### src/rtl/tmds_pkg.sv
// Shared types, code tables and helpers for the multi-lane TMDS/TERC4 encoder.
// Code values are listed as encoded bit 9 down to bit 0, before any serialiser bit reversal.
package tmds_pkg;

    typedef enum logic [1:0] {
        DT_GUARD  = 2'b00,
        DT_CTRL   = 2'b01,
        DT_ISLAND = 2'b10,
        DT_PIXEL  = 2'b11
    } dtype_e;

    localparam int DISP_W = 5;

    localparam logic [9:0] GUARD_VID_EDGE = 10'h2CC;
    localparam logic [9:0] GUARD_COMMON   = 10'h133;

    // Per-lane side-band carried alongside the pixel data path.
    typedef struct packed {
        logic [1:0] ctl;
        logic [3:0] aux;
    } side_t;

    function automatic logic [9:0] ctl_code(input logic [1:0] c);
        logic [9:0] code;
        case (c)
            2'b00:   code = 10'h354;
            2'b01:   code = 10'h0AB;
            2'b10:   code = 10'h154;
            default: code = 10'h2AB;
        endcase
        return code;
    endfunction

    function automatic logic [9:0] terc4_code(input logic [3:0] n);
        logic [9:0] code;
        case (n)
            4'h0:    code = 10'h29C;
            4'h1:    code = 10'h263;
            4'h2:    code = 10'h2E4;
            4'h3:    code = 10'h2E2;
            4'h4:    code = 10'h171;
            4'h5:    code = 10'h11E;
            4'h6:    code = 10'h18E;
            4'h7:    code = 10'h13C;
            4'h8:    code = 10'h2CC;
            4'h9:    code = 10'h139;
            4'hA:    code = 10'h19C;
            4'hB:    code = 10'h2C6;
            4'hC:    code = 10'h28E;
            4'hD:    code = 10'h271;
            4'hE:    code = 10'h163;
            default: code = 10'h2C3;
        endcase
        return code;
    endfunction

    function automatic logic [3:0] ones8(input logic [7:0] v);
        logic [3:0] s;
        s = '0;
        for (int i = 0; i < 8; i++) begin
            s = s + {3'b000, v[i]};
        end
        return s;
    endfunction

    function automatic logic [9:0] rev10(input logic [9:0] v);
        logic [9:0] r;
        for (int i = 0; i < 10; i++) begin
            r[i] = v[9-i];
        end
        return r;
    endfunction

endpackage

### src/rtl/tmds_encode_multi_if.sv
// Framer-to-encoder bundle: shared symbol type, per-lane payloads and encoded words back.
interface tmds_encode_multi_if #(
    parameter int NCH = 3
);
    logic                i_ce;
    logic [1:0]          i_dtype;
    logic                i_island;
    logic [2*NCH-1:0]    i_ctl;
    logic [4*NCH-1:0]    i_aux;
    logic [8*NCH-1:0]    i_data;
    logic                o_valid;
    logic [10*NCH-1:0]   o_word;
    logic [5*NCH-1:0]    o_disparity;

    modport master (
        output i_ce, i_dtype, i_island, i_ctl, i_aux, i_data,
        input  o_valid, o_word, o_disparity
    );

    modport slave (
        input  i_ce, i_dtype, i_island, i_ctl, i_aux, i_data,
        output o_valid, o_word, o_disparity
    );
endinterface

### src/rtl/tmds_lane_encode.sv
// One TMDS lane: S1 transition minimisation, S2 DC balance with running disparity,
// and the combinational S3 symbol select that the top registers.
module tmds_lane_encode
    import tmds_pkg::*;
#(
    parameter int LANE                = 0,
    parameter bit OPT_DISPARITY_RESET = 1'b1
) (
    input  logic                     i_clk,
    input  logic                     i_reset,
    input  logic                     i_ce,
    input  dtype_e                   i_dtype_s1,
    input  dtype_e                   i_dtype_s2,
    input  logic                     i_island_s2,
    input  logic [1:0]               i_ctl,
    input  logic [3:0]               i_aux,
    input  logic [7:0]               i_data,
    output logic [9:0]               o_sym,
    output logic signed [DISP_W-1:0] o_cnt
);

    localparam int M = LANE % 3;

    side_t                     side_s1_q, side_s1_d;
    side_t                     side_s2_q, side_s2_d;
    logic [8:0]                qm_s1_q, qm_s1_d;
    logic [9:0]                enc_s2_q, enc_s2_d;
    logic signed [DISP_W-1:0]  cnt_q, cnt_d;

    logic [3:0]                n1_in;
    logic                      use_xnor;

    always_comb begin
        logic [8:0] chain;
        n1_in    = ones8(i_data);
        use_xnor = (n1_in > 4'd4) || ((n1_in == 4'd4) && !i_data[0]);
        chain    = '0;
        chain[0] = i_data[0];
        for (int i = 1; i < 8; i++) begin
            chain[i] = use_xnor ? ~(chain[i-1] ^ i_data[i]) : (chain[i-1] ^ i_data[i]);
        end
        chain[8]  = ~use_xnor;
        qm_s1_d   = chain;
        side_s1_d = '{ctl: i_ctl, aux: i_aux};
    end

    logic                      q8;
    logic [7:0]                qv;
    logic [3:0]                n1_qm, n0_qm;
    logic signed [5:0]         diff, delta, cnt_sum;

    // Ones are counted over q_m, not the input byte: the balance decision depends on what is sent.
    always_comb begin
        q8        = qm_s1_q[8];
        qv        = qm_s1_q[7:0];
        n1_qm     = ones8(qv);
        n0_qm     = 4'd8 - n1_qm;
        diff      = $signed({2'b00, n1_qm}) - $signed({2'b00, n0_qm});
        enc_s2_d  = '0;
        delta     = 6'sd0;
        if ((cnt_q == 5'sd0) || (n1_qm == n0_qm)) begin
            enc_s2_d = {~q8, q8, q8 ? qv : ~qv};
            delta    = q8 ? diff : -diff;
        end else if (((cnt_q > 5'sd0) && (n1_qm > n0_qm)) ||
                     ((cnt_q < 5'sd0) && (n0_qm > n1_qm))) begin
            enc_s2_d = {1'b1, q8, ~qv};
            delta    = (q8 ? 6'sd2 : 6'sd0) - diff;
        end else begin
            enc_s2_d = {1'b0, q8, qv};
            delta    = (q8 ? 6'sd0 : -6'sd2) + diff;
        end
        cnt_sum = $signed({cnt_q[DISP_W-1], cnt_q}) + delta;
        cnt_d   = cnt_sum[DISP_W-1:0];
        if (i_dtype_s1 != DT_PIXEL) begin
            cnt_d = OPT_DISPARITY_RESET ? '0 : cnt_q;
        end
        side_s2_d = side_s1_q;
    end

    always_comb begin
        o_sym = ctl_code(side_s2_q.ctl);
        case (i_dtype_s2)
            DT_PIXEL:  o_sym = enc_s2_q;
            DT_ISLAND: o_sym = terc4_code(side_s2_q.aux);
            DT_GUARD: begin
                if (i_island_s2) begin
                    o_sym = (M == 0) ? terc4_code(side_s2_q.aux) : GUARD_COMMON;
                end else begin
                    o_sym = (M == 1) ? GUARD_COMMON : GUARD_VID_EDGE;
                end
            end
            default:   o_sym = ctl_code(side_s2_q.ctl);
        endcase
    end

    always_ff @(posedge i_clk or posedge i_reset) begin
        if (i_reset) begin
            side_s1_q <= '0;
            side_s2_q <= '0;
            qm_s1_q   <= '0;
            enc_s2_q  <= '0;
            cnt_q     <= '0;
        end else if (i_ce) begin
            side_s1_q <= side_s1_d;
            side_s2_q <= side_s2_d;
            qm_s1_q   <= qm_s1_d;
            enc_s2_q  <= enc_s2_d;
            cnt_q     <= cnt_d;
        end
    end

    assign o_cnt = cnt_q;

endmodule

### src/rtl/tmds_encode_multi.sv
// NCH-lane TMDS/TERC4 encoder: shared type pipeline, output-valid priming,
// per-lane encoders and the final S3 register with optional serialiser bit reversal.
module tmds_encode_multi
    import tmds_pkg::*;
#(
    parameter int NCH                 = 3,
    parameter bit BIT_REVERSE         = 1'b1,
    parameter bit OPT_DISPARITY_RESET = 1'b1
) (
    input  logic                 i_clk,
    input  logic                 i_reset,
    tmds_encode_multi_if.slave   bus
);

    localparam logic [9:0] RST_LANE = BIT_REVERSE ? rev10(ctl_code(2'b00)) : ctl_code(2'b00);

    dtype_e                    dtype_s1_q, dtype_s1_d;
    dtype_e                    dtype_s2_q, dtype_s2_d;
    logic                      island_s1_q, island_s1_d;
    logic                      island_s2_q, island_s2_d;
    logic [1:0]                prime_q, prime_d;
    logic                      valid_q, valid_d;
    logic [10*NCH-1:0]         word_q, word_d;
    logic [DISP_W*NCH-1:0]     disp_q, disp_d;

    logic [9:0]                sym [NCH];
    logic signed [DISP_W-1:0]  cnt [NCH];

    for (genvar k = 0; k < NCH; k++) begin : g_lane
        tmds_lane_encode #(
            .LANE                (k),
            .OPT_DISPARITY_RESET (OPT_DISPARITY_RESET)
        ) u_lane (
            .i_clk       (i_clk),
            .i_reset     (i_reset),
            .i_ce        (bus.i_ce),
            .i_dtype_s1  (dtype_s1_q),
            .i_dtype_s2  (dtype_s2_q),
            .i_island_s2 (island_s2_q),
            .i_ctl       (bus.i_ctl[2*k +: 2]),
            .i_aux       (bus.i_aux[4*k +: 4]),
            .i_data      (bus.i_data[8*k +: 8]),
            .o_sym       (sym[k]),
            .o_cnt       (cnt[k])
        );
    end

    // Priming saturates at 3; valid needs two prior enabled edges plus the current one.
    always_comb begin
        dtype_s1_d  = dtype_e'(bus.i_dtype);
        island_s1_d = bus.i_island;
        dtype_s2_d  = dtype_s1_q;
        island_s2_d = island_s1_q;
        prime_d     = (prime_q == 2'd3) ? prime_q : prime_q + 2'd1;
        valid_d     = bus.i_ce && (prime_q >= 2'd2);
        word_d      = '0;
        disp_d      = '0;
        for (int k = 0; k < NCH; k++) begin
            word_d[10*k +: 10]         = BIT_REVERSE ? rev10(sym[k]) : sym[k];
            disp_d[DISP_W*k +: DISP_W] = cnt[k];
        end
    end

    always_ff @(posedge i_clk or posedge i_reset) begin
        if (i_reset) begin
            dtype_s1_q  <= DT_CTRL;
            dtype_s2_q  <= DT_CTRL;
            island_s1_q <= 1'b0;
            island_s2_q <= 1'b0;
            prime_q     <= '0;
            valid_q     <= 1'b0;
            word_q      <= {NCH{RST_LANE}};
            disp_q      <= '0;
        end else begin
            valid_q <= valid_d;
            if (bus.i_ce) begin
                dtype_s1_q  <= dtype_s1_d;
                dtype_s2_q  <= dtype_s2_d;
                island_s1_q <= island_s1_d;
                island_s2_q <= island_s2_d;
                prime_q     <= prime_d;
                word_q      <= word_d;
                disp_q      <= disp_d;
            end
        end
    end

    assign bus.o_valid     = valid_q;
    assign bus.o_word      = word_q;
    assign bus.o_disparity = disp_q;

endmodule

### src/flat_wrapper.sv
// flat-port wrapper written by rule: the top's interface ports become plain ports
module tmds_encode_multi_flat import tmds_pkg::*;
#(
    parameter int NCH                 = 3,
    parameter bit BIT_REVERSE         = 1'b1,
    parameter bit OPT_DISPARITY_RESET = 1'b1
)
  (i_clk, i_reset, bus_i_ce, bus_i_dtype, bus_i_island, bus_i_ctl, bus_i_aux, bus_i_data, bus_o_valid, bus_o_word, bus_o_disparity);
  tmds_encode_multi_if #(.NCH(NCH)) bus_i ();
  input  logic i_clk;
  input  logic i_reset;
  input wire logic [$bits(bus_i.i_ce)-1:0] bus_i_ce;
  input wire logic [$bits(bus_i.i_dtype)-1:0] bus_i_dtype;
  input wire logic [$bits(bus_i.i_island)-1:0] bus_i_island;
  input wire logic [$bits(bus_i.i_ctl)-1:0] bus_i_ctl;
  input wire logic [$bits(bus_i.i_aux)-1:0] bus_i_aux;
  input wire logic [$bits(bus_i.i_data)-1:0] bus_i_data;
  output wire logic [$bits(bus_i.o_valid)-1:0] bus_o_valid;
  output wire logic [$bits(bus_i.o_word)-1:0] bus_o_word;
  output wire logic [$bits(bus_i.o_disparity)-1:0] bus_o_disparity;
  assign bus_i.i_ce = bus_i_ce;
  assign bus_i.i_dtype = bus_i_dtype;
  assign bus_i.i_island = bus_i_island;
  assign bus_i.i_ctl = bus_i_ctl;
  assign bus_i.i_aux = bus_i_aux;
  assign bus_i.i_data = bus_i_data;
  assign bus_o_valid = bus_i.o_valid;
  assign bus_o_word = bus_i.o_word;
  assign bus_o_disparity = bus_i.o_disparity;
  tmds_encode_multi #(.NCH(NCH), .BIT_REVERSE(BIT_REVERSE), .OPT_DISPARITY_RESET(OPT_DISPARITY_RESET)) u_core (.i_clk(i_clk), .i_reset(i_reset), .bus(bus_i));
endmodule
### config.mk
export PLATFORM = sky130hd
export DESIGN_NAME = tmds_encode_multi_flat
export DESIGN_NICKNAME = d
export VERILOG_FILES = /design/src/rtl/tmds_pkg.sv /design/src/rtl/tmds_encode_multi_if.sv /design/src/rtl/tmds_lane_encode.sv /design/src/rtl/tmds_encode_multi.sv /design/src/flat_wrapper.sv
export SDC_FILE = /design/constraint.sdc
export NUM_CORES = 1
export LEC_CHECK = 0
export CAP_MARGIN = 20
export CORE_MARGIN = 2
export CORE_UTILIZATION = 35
export CTS_BUF_LIST = sky130_fd_sc_hd__clkbuf_8
export DETAILED_ROUTE_END_ITERATION = 7
export PLACE_DENSITY_LB_ADDON = 0.15
export SKIP_CTS_REPAIR_TIMING = 1
export SYNTH_ARGS = -nofsm -noshare
export SYNTH_HDL_FRONTEND = slang
export SYNTH_SLANG_ARGS = --single-unit
### constraint.sdc
create_clock -name i_clk -period 8.66 [get_ports i_clk]
set_input_delay 1.299 -clock i_clk [delete_from_list [all_inputs] [get_ports i_clk]]
set_output_delay 1.299 -clock i_clk [all_outputs]
set_load 0.02 [all_outputs]
[Yosys cells after proc, flatten, opt, wreduce, memory -nomap -nowiden]
Memories as Yosys holds them, arrays and structs flattened.
Index checks and enable logic that the tools add are counted.
Word-level totals
  register bits after elaboration: 162
  bits in latches: 0
  bits in writable memories: 0
  memory bits (read-only): 640
  bits of input ports: 48
  output and inout port bits: 46
  logic and storage cells: 264
  memories kept: 4
Memories
  (name not given): depth 16, width 10, read ports 1, clocked after memory_dff 0, write ports 0, line tmds_pkg.sv:36  | case (n)
  (name not given): depth 16, width 10, read ports 1, clocked after memory_dff 0, write ports 0, line tmds_pkg.sv:36
  (name not given): depth 16, width 10, read ports 1, clocked after memory_dff 0, write ports 0, line tmds_pkg.sv:36
  (name not given): depth 16, width 10, read ports 1, clocked after memory_dff 0, write ports 0, line tmds_pkg.sv:36
Operators by class
  $add $sub $neg: 61
  $mul: 0
  divide/modulo/power cells: 0
  order comparisons: 16
  eq/ne operators: 16
  shift-type cells: 0
  mux-type cells: 56
  bitwise operators: 52
  reduce and logical (&&, ||, !) cells: 30
Operators by type and width (count)
  10-bit one-hot mux with 3 select lines: 6
  4-bit by 1-bit adder with 4-bit output: 24
  10-bit two-way mux: 8
  5-bit two-way mux: 15
  5-bit adder: 6
  1-bit NOT: 28
  3-bit by 1-bit adder with 4-bit output: 6
  4-bit > comparator: 6
  8-bit two-way mux: 3
  8-bit NOT: 3
  1-bit two-way mux: 21
  1-bit XOR: 21
  2-bit by 1-bit adder with 3-bit output: 6
  5-bit by 1-bit > comparator with 1-bit output, second input constant: 3
  5-bit zero test: 3
  5-bit by 1-bit less-than comparator with 1-bit output, second input constant: 3
  5-bit negator: 3
  3-bit by 5-bit subtractor with 5-bit output: 3
  4-bit by 4-bit subtractor with 5-bit output: 3
  1-bit by 1-bit adder with 2-bit output: 6
  2-bit equality test, second input constant: 6
  4-bit by 3-bit equality test with 1-bit output, second input constant: 3
  4-bit equality test: 3
  4-bit by 3-bit > comparator with 1-bit output, second input constant: 3
  other kinds (11): 39

[Depth between registers and ports, before layout]
  depth in word-level cells: 29
  depth in mapped cells: 25

[Cells and area by module]
Synthesis repeated with hierarchy kept, for this count alone.
Unflattened totals
  cells, all modules: 1121
  area, all modules: 11436.0 µm²
By module, submodules not included
  tmds_lane_encode at u_core.g_lane[1].u_lane: times used 1, cells each 340, area each 3060.4 µm², seq. area each 900.9 µm²
  tmds_lane_encode at u_core.g_lane[2].u_lane: times used 1, cells each 326, area each 3059.2 µm², seq. area each 900.9 µm²
  tmds_lane_encode at u_core.g_lane[0].u_lane: times used 1, cells each 335, area each 3049.2 µm², seq. area each 900.9 µm²
  tmds_encode_multi: times used 1, cells each 120, area each 2267.2 µm², seq. area each 1372.6 µm²

[Worst setup path before layout]
OpenSTA, ideal clock, no wires.
  kind: flip-flop to flip-flop
  start point: reg u_core.g_lane[2].u_lane.qm_s1_q[1]
  end point: reg u_core.g_lane[2].u_lane.cnt_q[4]
  library setup time: 121 ps
  data arrival time: 5773 ps
  required time: 8539 ps
  setup slack: 2766 ps
  stages on the path, launching flop included: 26
  buffers on the path: 2
  period minus slack after synthesis: 5894 ps
  cell sequence: dfrtp_1 inv_1 fa_1 fa_1 fa_1 inv_1 ha_1 fa_1 buf_2 nor2_2 inv_1 ha_1 clkbuf_1 a21oi_1 o22ai_1 ha_1 xnor2_1 nand2_1 o21ai_1 o21ai_0 ha_1 a21oi_1 xnor2_1 xnor2_1 o21ai_1 a22o_1
On the way
  word-level cells in the longest chain between the ends: 15
  elaborated cells between the ends (all ways): 24
Ends and longest elaborated chain
  from (decl): line tmds_lane_encode.sv:26  | logic [8:0] qm_s1_q, qm_s1_d;
  from (signal assigned): line tmds_lane_encode.sv:106  | qm_s1_q <= qm_s1_d;
  1-bit by 1-bit adder with 2-bit output (*): line tmds_pkg.sv:61  | s = s + {3'b000, v[i]};
  2-bit by 1-bit adder with 3-bit output (*): line tmds_pkg.sv:61
  3-bit by 1-bit adder with 4-bit output (*): line tmds_pkg.sv:61
  4-bit by 1-bit adder with 4-bit output (*) (4 in a row): line tmds_pkg.sv:61
  parallel branches: the longest is 5 deep, another holds 4-bit by 4-bit subtractor with 5-bit output
  5-bit two-way mux (*): line tmds_lane_encode.sv:61  | if ((cnt_q == 5'sd0) || (n1_qm == n0_qm)) begin
  5-bit adder (*): line tmds_lane_encode.sv:72  | cnt_sum = $signed({cnt_q[DISP_W-1], cnt_q}) + delta;
  5-bit two-way mux (*): line tmds_lane_encode.sv:74  | if (i_dtype_s1 != DT_PIXEL) begin
  to (signal assigned): line tmds_lane_encode.sv:108  | cnt_q <= cnt_d;
  to (decl): line tmds_lane_encode.sv:28  | logic signed [DISP_W-1:0] cnt_q, cnt_d;
Every way passes the cells marked *.
A chain may end at the register's enable or synchronous reset.

[Worst setup path in the final report]
Ends and elaborated chain as after synthesis.

==> impl_metrics.json <==
{
  "start_util_pct": 35.6,
  "slew_violations": 0,
  "clk_path_buf_depth": 2,
  "avgSynthCellArea_sq_um": 9.71,
  "slowest_stage": "fa_1",
  "grt_overflow_total": 0,
  "fin_crit_sh_pct": 71.9,
  "yosysSeqAreaShare_pct": 37.3,
  "io_buffers": 93,
  "crit_fanout": 12,
  "hold_viol": 0,
  "num_antenna_cells": 0,
  "avgViaCountPerCell": 4.89,
  "synth_edf_count": 0,
  "ys_top_cells_by_area": "dfrtp_1 (33%), ha_1 (9.6%), mux2_2 (7.4%)",
  "routed_wl_mm": 24.4,
  "clk_latency_ps": 480,
  "drv_cap": 0,
  "cp.required_ps": 9020,
  "grt_setup_unrepaired": "no",
  "drc": 0,
  "synth_nets": 1288,
  "fp.coreArea_sq_um": 30700,
  "worstPathArrival_ps": 6590,
  "ys.flop_type": "dfrtp_1",
  "cp-end-kind": "register",
  "hpwlAfterDp_mm": 17.9,
  "yosysTopAreaCell": "dfrtp_1",
  "io_pins": 94,
  "fillers": 3089,
  "fin_nets": 1352,
  "areaGrowthSynthToFinish_pct": 15.4,
  "numCtsBuffers": 17,
  "drive_above_1_share_pct": 13.1,
  "drt_iter0_drc": 552,
  "ys_ff_latch": 162,
  "routedWlPerCell_microns": 15.3,
  "die_area_sq_um": 32700,
  "firstDrtPassIters": 5,
  "htree_levels": 4,
  "cts_tree": "yes",
  "grtUsageTotal_pct": 15.2,
  "tns_ps": 0,
  "async_reset_ff_share_pct": 100,
  "grt_pass1_vias": 7770,
  "die_h_microns": 181,
  "synth_cells": 1126,
  "route.vias.total": 7818,
  "fin_crit_ps": 6220,
  "syn_area_sq_um": 10900,
  "setup_viol": 0,
  "worstMarginPinSlew_ps": 830,
  "yosysTopAreaCellShare_pct": 33.2,
  "finalClockSkew_ps": 16.2,
  "worstPathCellList": "inv_1 > fa_1 > fa_1 > fa_1 > inv_1 > ha_1 > fa_1 > nor2_2 > inv_1 > ha_1 > a21oi_1 > o22ai_1 > ha_1 > xnor2_1 > nand2_1 > o21ai_1 > o21ai_0 > ha_1 > a21oi_1 > xnor2_1 > xnor2_1 > o21ai_1 > a22o_1",
  "grt_pass1_wl_mm": 40.6,
  "regArea_sq_um": 4080,
  "ys_warn_count": 0,
  "status": "finished, final reports clean",
  "grt_max_degree": 92,
  "routabilityCongestion": 0.820,
  "final_antenna_net_count": 0,
  "fmax_ghz": 0.161,
  "synth_cell_types": 69,
  "clock_sinks": 162,
  "cp-start-kind": "register",
  "root_buffer": "clkbuf_8",
  "critical_path_class": "reg2reg",
  "clk_pin_slew_ps": 100,
  "die_x_microns": 181,
  "multi_input_area_sq_um": 6150,
  "holdCritPathClass": "reg2reg",
  "antenna_found_initial": 0,
  "row_count": 64,
  "cpPeakStageDelay_ps": 670,
  "relSlewSlack_pct": 44.4
}
==> cell usage after synthesis, drive strengths merged, types with 5 or more instances <==
| library cell | number |
|---|---|
| a31oi | 8 |
| mux2 | 73 |
| clkbuf | 43 |
| nand2b | 5 |
| buf | 11 |
| ha | 84 |
| o21ai | 85 |
| nand2 | 71 |
| o211ai | 6 |
| dfstp | 17 |
| xor2 | 31 |
| nor3 | 10 |
| nor2b | 12 |
| inv | 130 |
| o21a | 7 |
| a21oi | 82 |
| mux2i | 11 |
| xnor2 | 64 |
| dfrtp | 145 |
| o22ai | 16 |
| nor2 | 96 |
| fa | 30 |
| a21o | 14 |
| nand3 | 6 |
| a221oi | 14 |
| a211oi | 11 |
==> layout make-up <==
cell class / instances / area share, %
flip-flops and latches: 162 / 32.3
clock buffers: 17 / 1.86
well taps: 396 / 3.93
inverters: 130 / 3.93
repair buffers: 99 / 7.78
multi-input cells: 780 / 48.8
clock inverters: 15 / 1.39
==> sequential cells by signal, summed over array words and instances, names as in the netlist <==
| name | cells |
|---|---|
| u_core.bus.o_disparity | 15 |
| u_core.bus.o_valid | 1 |
| u_core.bus.o_word | 30 |
| u_core.dtype_s1_q | 2 |
| u_core.dtype_s2_q | 2 |
| u_core.g_lane.u_lane.enc_s2_q | 30 |
| u_core.g_lane.u_lane.o_cnt | 15 |
| u_core.g_lane.u_lane.qm_s1_q | 27 |
| u_core.g_lane.u_lane.side_s1_q | 18 |
| u_core.g_lane.u_lane.side_s2_q | 18 |
| u_core.island_s1_q | 1 |
| u_core.island_s2_q | 1 |
| u_core.prime_q | 2 |
==> layout by cell type, fill, tap and decap left out, types with 8 or more instances in the layout <==
| cell | instances |
|---|---|
| dfrtp_1 | 145 |
| inv_1 | 124 |
| clkdlybuf4s50_1 | 92 |
| nor2_1 | 90 |
| ha_1 | 84 |
| a21oi_1 | 80 |
| mux2_2 | 72 |
| o21ai_0 | 72 |
| nand2_1 | 71 |
| xnor2_1 | 59 |
| xor2_1 | 31 |
| fa_1 | 30 |
| clkbuf_8 | 17 |
| dfstp_2 | 17 |
| o22ai_1 | 14 |
| a21o_1 | 14 |
| a221oi_1 | 14 |
| nor2b_1 | 12 |
| a211oi_1 | 11 |
| o21ai_1 | 10 |
| mux2i_1 | 9 |
| a31oi_1 | 8 |
| nor3_1 | 8 |
| inv_6 | 8 |
==> critical path: cells and delay by family, from the launching register on <==
kind / cells / cell delay (ps)
AOI/OAI and AO/OA: 7 / 1070
xor gates and xnor gates: 3 / 490
adders and majority gates: 8 / 3530
buffers and inverters: 3 / 250
DFF: 1 / 370
and+or+nand+nor: 2 / 390
==> metrics by stage <==
step	cell area (sq um)	utilization, %	cells	setup WS [ps]	hold slack [ps]
3_3_place_gp	12200	39.7	1566	2580	458
4_1_cts	12600	41.1	1599	2430	480
2_1_floorplan	10900	-	1126	2770	449
5_1_grt	12600	41.1	1599	1990	491
3_5_place_dp	12200	39.8	1567	2470	467
6_report	12600	41.1	1599	2440	473
==> metal layers <==
metal | vias up | track usage [%] | part of all wire [%]
met3 | 17 | 2.34 | 2.7
met1 | 3758 | 21.2 | 49
met2 | 105 | 24.9 | 47
met5 | - | 0 | 0
met4 | 0 | 3.68 | 0.98
li1 | 3938 | - | -
==> worst paths after layout <==
kind	startpoint	to	slack, ps	depth (start not counted)
min in group asynchronous	i_reset	u_core.bus.o_disparity[3]	1230	2
max in group asynchronous	i_reset	u_core.g_lane[2].u_lane.enc_s2_q[8]	5580	4
worst min register to register	u_core.bus.o_word[20]	u_core.bus.o_word[20]	470	2
worst max register to register	u_core.g_lane[2].u_lane.qm_s1_q[1]	u_core.g_lane[2].u_lane.o_cnt[4]	2440	23
worst min-delay path	u_core.bus.o_word[20]	u_core.bus.o_word[20]	470	2
worst max-delay path	u_core.g_lane[2].u_lane.qm_s1_q[1]	u_core.g_lane[2].u_lane.o_cnt[4]	2440	23
==> kinds of logic (layout without fill, tap and decap cells) <==
kind of cell	after synthesis	after routing	synth area share, %
XOR/XNOR	95	95	7.96
buffers and inverters	184	261	6.42
AO/OA/AOI/OAI	275	275	15.9
AND/OR/NAND/NOR	212	212	8.52
flip-flops	162	162	37.3
multiplexers	84	84	8.79
adder cells (fa/ha/maj)	114	114	15.1
Power is left out: the tool's default activity adds up to more than one toggle a clock period on the data nets, which glitch-free logic cannot reach.
==> edit (config.mk and constraints unchanged) <==
`NCH` is set to 3 in 3 places; all go to 6.
--- a/src/rtl/tmds_encode_multi_if.sv
+++ b/src/rtl/tmds_encode_multi_if.sv
@@ -1,5 +1,5 @@
 // Framer-to-encoder bundle: shared symbol type, per-lane payloads and encoded words back.
 interface tmds_encode_multi_if #(
-    parameter int NCH = 3
+    parameter int NCH = 6
 );
     logic                i_ce;
--- a/src/rtl/tmds_encode_multi.sv
+++ b/src/rtl/tmds_encode_multi.sv
@@ -4,5 +4,5 @@
     import tmds_pkg::*;
 #(
-    parameter int NCH                 = 3,
+    parameter int NCH                 = 6,
     parameter bit BIT_REVERSE         = 1'b1,
     parameter bit OPT_DISPARITY_RESET = 1'b1
--- a/src/flat_wrapper.sv
+++ b/src/flat_wrapper.sv
@@ -2,5 +2,5 @@
 module tmds_encode_multi_flat import tmds_pkg::*;
 #(
-    parameter int NCH                 = 3,
+    parameter int NCH                 = 6,
     parameter bit BIT_REVERSE         = 1'b1,
     parameter bit OPT_DISPARITY_RESET = 1'b1
Interface: changed (5 resized); port bits go from 94 to 181. The function was not compared with the original's and may differ.
==> edit against the original RTL <==
- design area grew 100%
- hold slack lost 0.022 ns
- sequential cell count grew 153
- synthesized area grew 95%
- final cell count grew 100%
- setup slack lost 0.065 ns
- wire length grew 120%
Power is not shown: default switching activity piles up to over one toggle a cycle in this logic, so the estimate is an artifact.
==> edit: results (changes against the original RTL) <==
Worst Path Arrival: 6.82 ns (was 6.59 ns)
Port Buffers: 180 (was 93)
vias in the first global route: 16300 (was 7770)
global-route wire length before repair: 88300 µm (was 40600 µm)
Syn Nets: 2550 (was 1288)
Max-slew headroom: 29.0% (was 44.4%)
Reg clk slew, reported paths: 0.06 ns (was 0.10 ns)
Area contributors post-synth: dfrtp_1, ha_1, mux2_2, fa_1, xnor2_1 (unchanged)
gr usage total: 17.4% (was 15.2%)
largest net degree at the start of global routing: 165 (was 92)
sequential fraction of the synthesis area: 37.1% (was 37.3%)
Inserted Clock Buffers: 60 (was 17)
Commonest cells post-synth: dfrtp_1, inv_1, o21ai_0, nor2_1, ha_1 (was dfrtp_1, inv_1, nor2_1, ha_1, a21oi_1)
DPL Wire Length: 38600 µm (was 17900 µm)
Max Fanout on Critical Path: 14 (was 12)
routed vias/inst: 4.95 (was 4.89)
# fillers: 5976 (was 3089)
H-Tree Level Count: 2 (was 4)
DRT iter0 DRCs: 807 (was 552)
clock skew: 0.0328 ns (was 0.0162 ns)
WL/cell: 16.9 µm (was 15.3 µm)
area post-placement: 23800 µm² (was 12200 µm²)
status: completed (unchanged)
CP max stage delay: 0.68 ns
CTS Buffer Depth: 3 (was 2)
## edit: layout make-up
cell class | count | area share (%)
multi-input cells | 1565 | 47.9
flip-flops and latches | 315 | 31.5
repair buffers | 193 | 7.71
clock buffers | 73 | 3.99
well taps | 782 | 3.89
inverters | 249 | 3.73
clock inverters | 38 | 1.27
## edit: path summary, 6_finish.rpt
kind / start / to / slack [ns] / cells after the start
max in group asynchronous: i_reset / u_core.g_lane[5].u_lane.side_s1_q[5] / 6.02 / 4
max: u_core.g_lane[3].u_lane.qm_s1_q[0] / u_core.g_lane[3].u_lane.o_cnt[4] / 2.37 / 22
min: u_core.g_lane[3].u_lane.side_s1_q[4] / u_core.g_lane[3].u_lane.side_s2_q[4] / 0.45 / 2
max reg2reg: u_core.g_lane[3].u_lane.qm_s1_q[0] / u_core.g_lane[3].u_lane.o_cnt[4] / 2.37 / 22
min reg2reg: u_core.g_lane[3].u_lane.side_s1_q[4] / u_core.g_lane[3].u_lane.side_s2_q[4] / 0.45 / 2
min in group asynchronous: i_reset / u_core.g_lane[0].u_lane.side_s2_q[0] / 1.16 / 3
## edit: routing by layer
metal	track usage (%)	part of all wire [%]	vias to the layer above
li1	-	-	7852
met1	24.7	49	7715
met2	27.0	45	260
met3	3.19	4.4	77
met4	5.02	2.2	0
met5	0	0	-
## edit: kinds of logic after synthesis
logic type,synth area share [%]
compound gates,15.1
simple gates,9.81
buf+inv,6.30
flops,37.1
fa+ha+maj,15.4
xor+xnor,7.69
mux,8.63
## edit: metrics by stage
step / instances / worst slack (ns) / utilization [%]
2_1_floorplan: 2234 / 2.91 / -
3_3_place_gp: 3104 / 2.51 / 39.5
3_5_place_dp: 3104 / 2.41 / 39.5
4_1_cts: 3215 / 2.39 / 41.7
5_1_grt: 3215 / 1.93 / 41.7
6_report: 3215 / 2.37 / 41.7
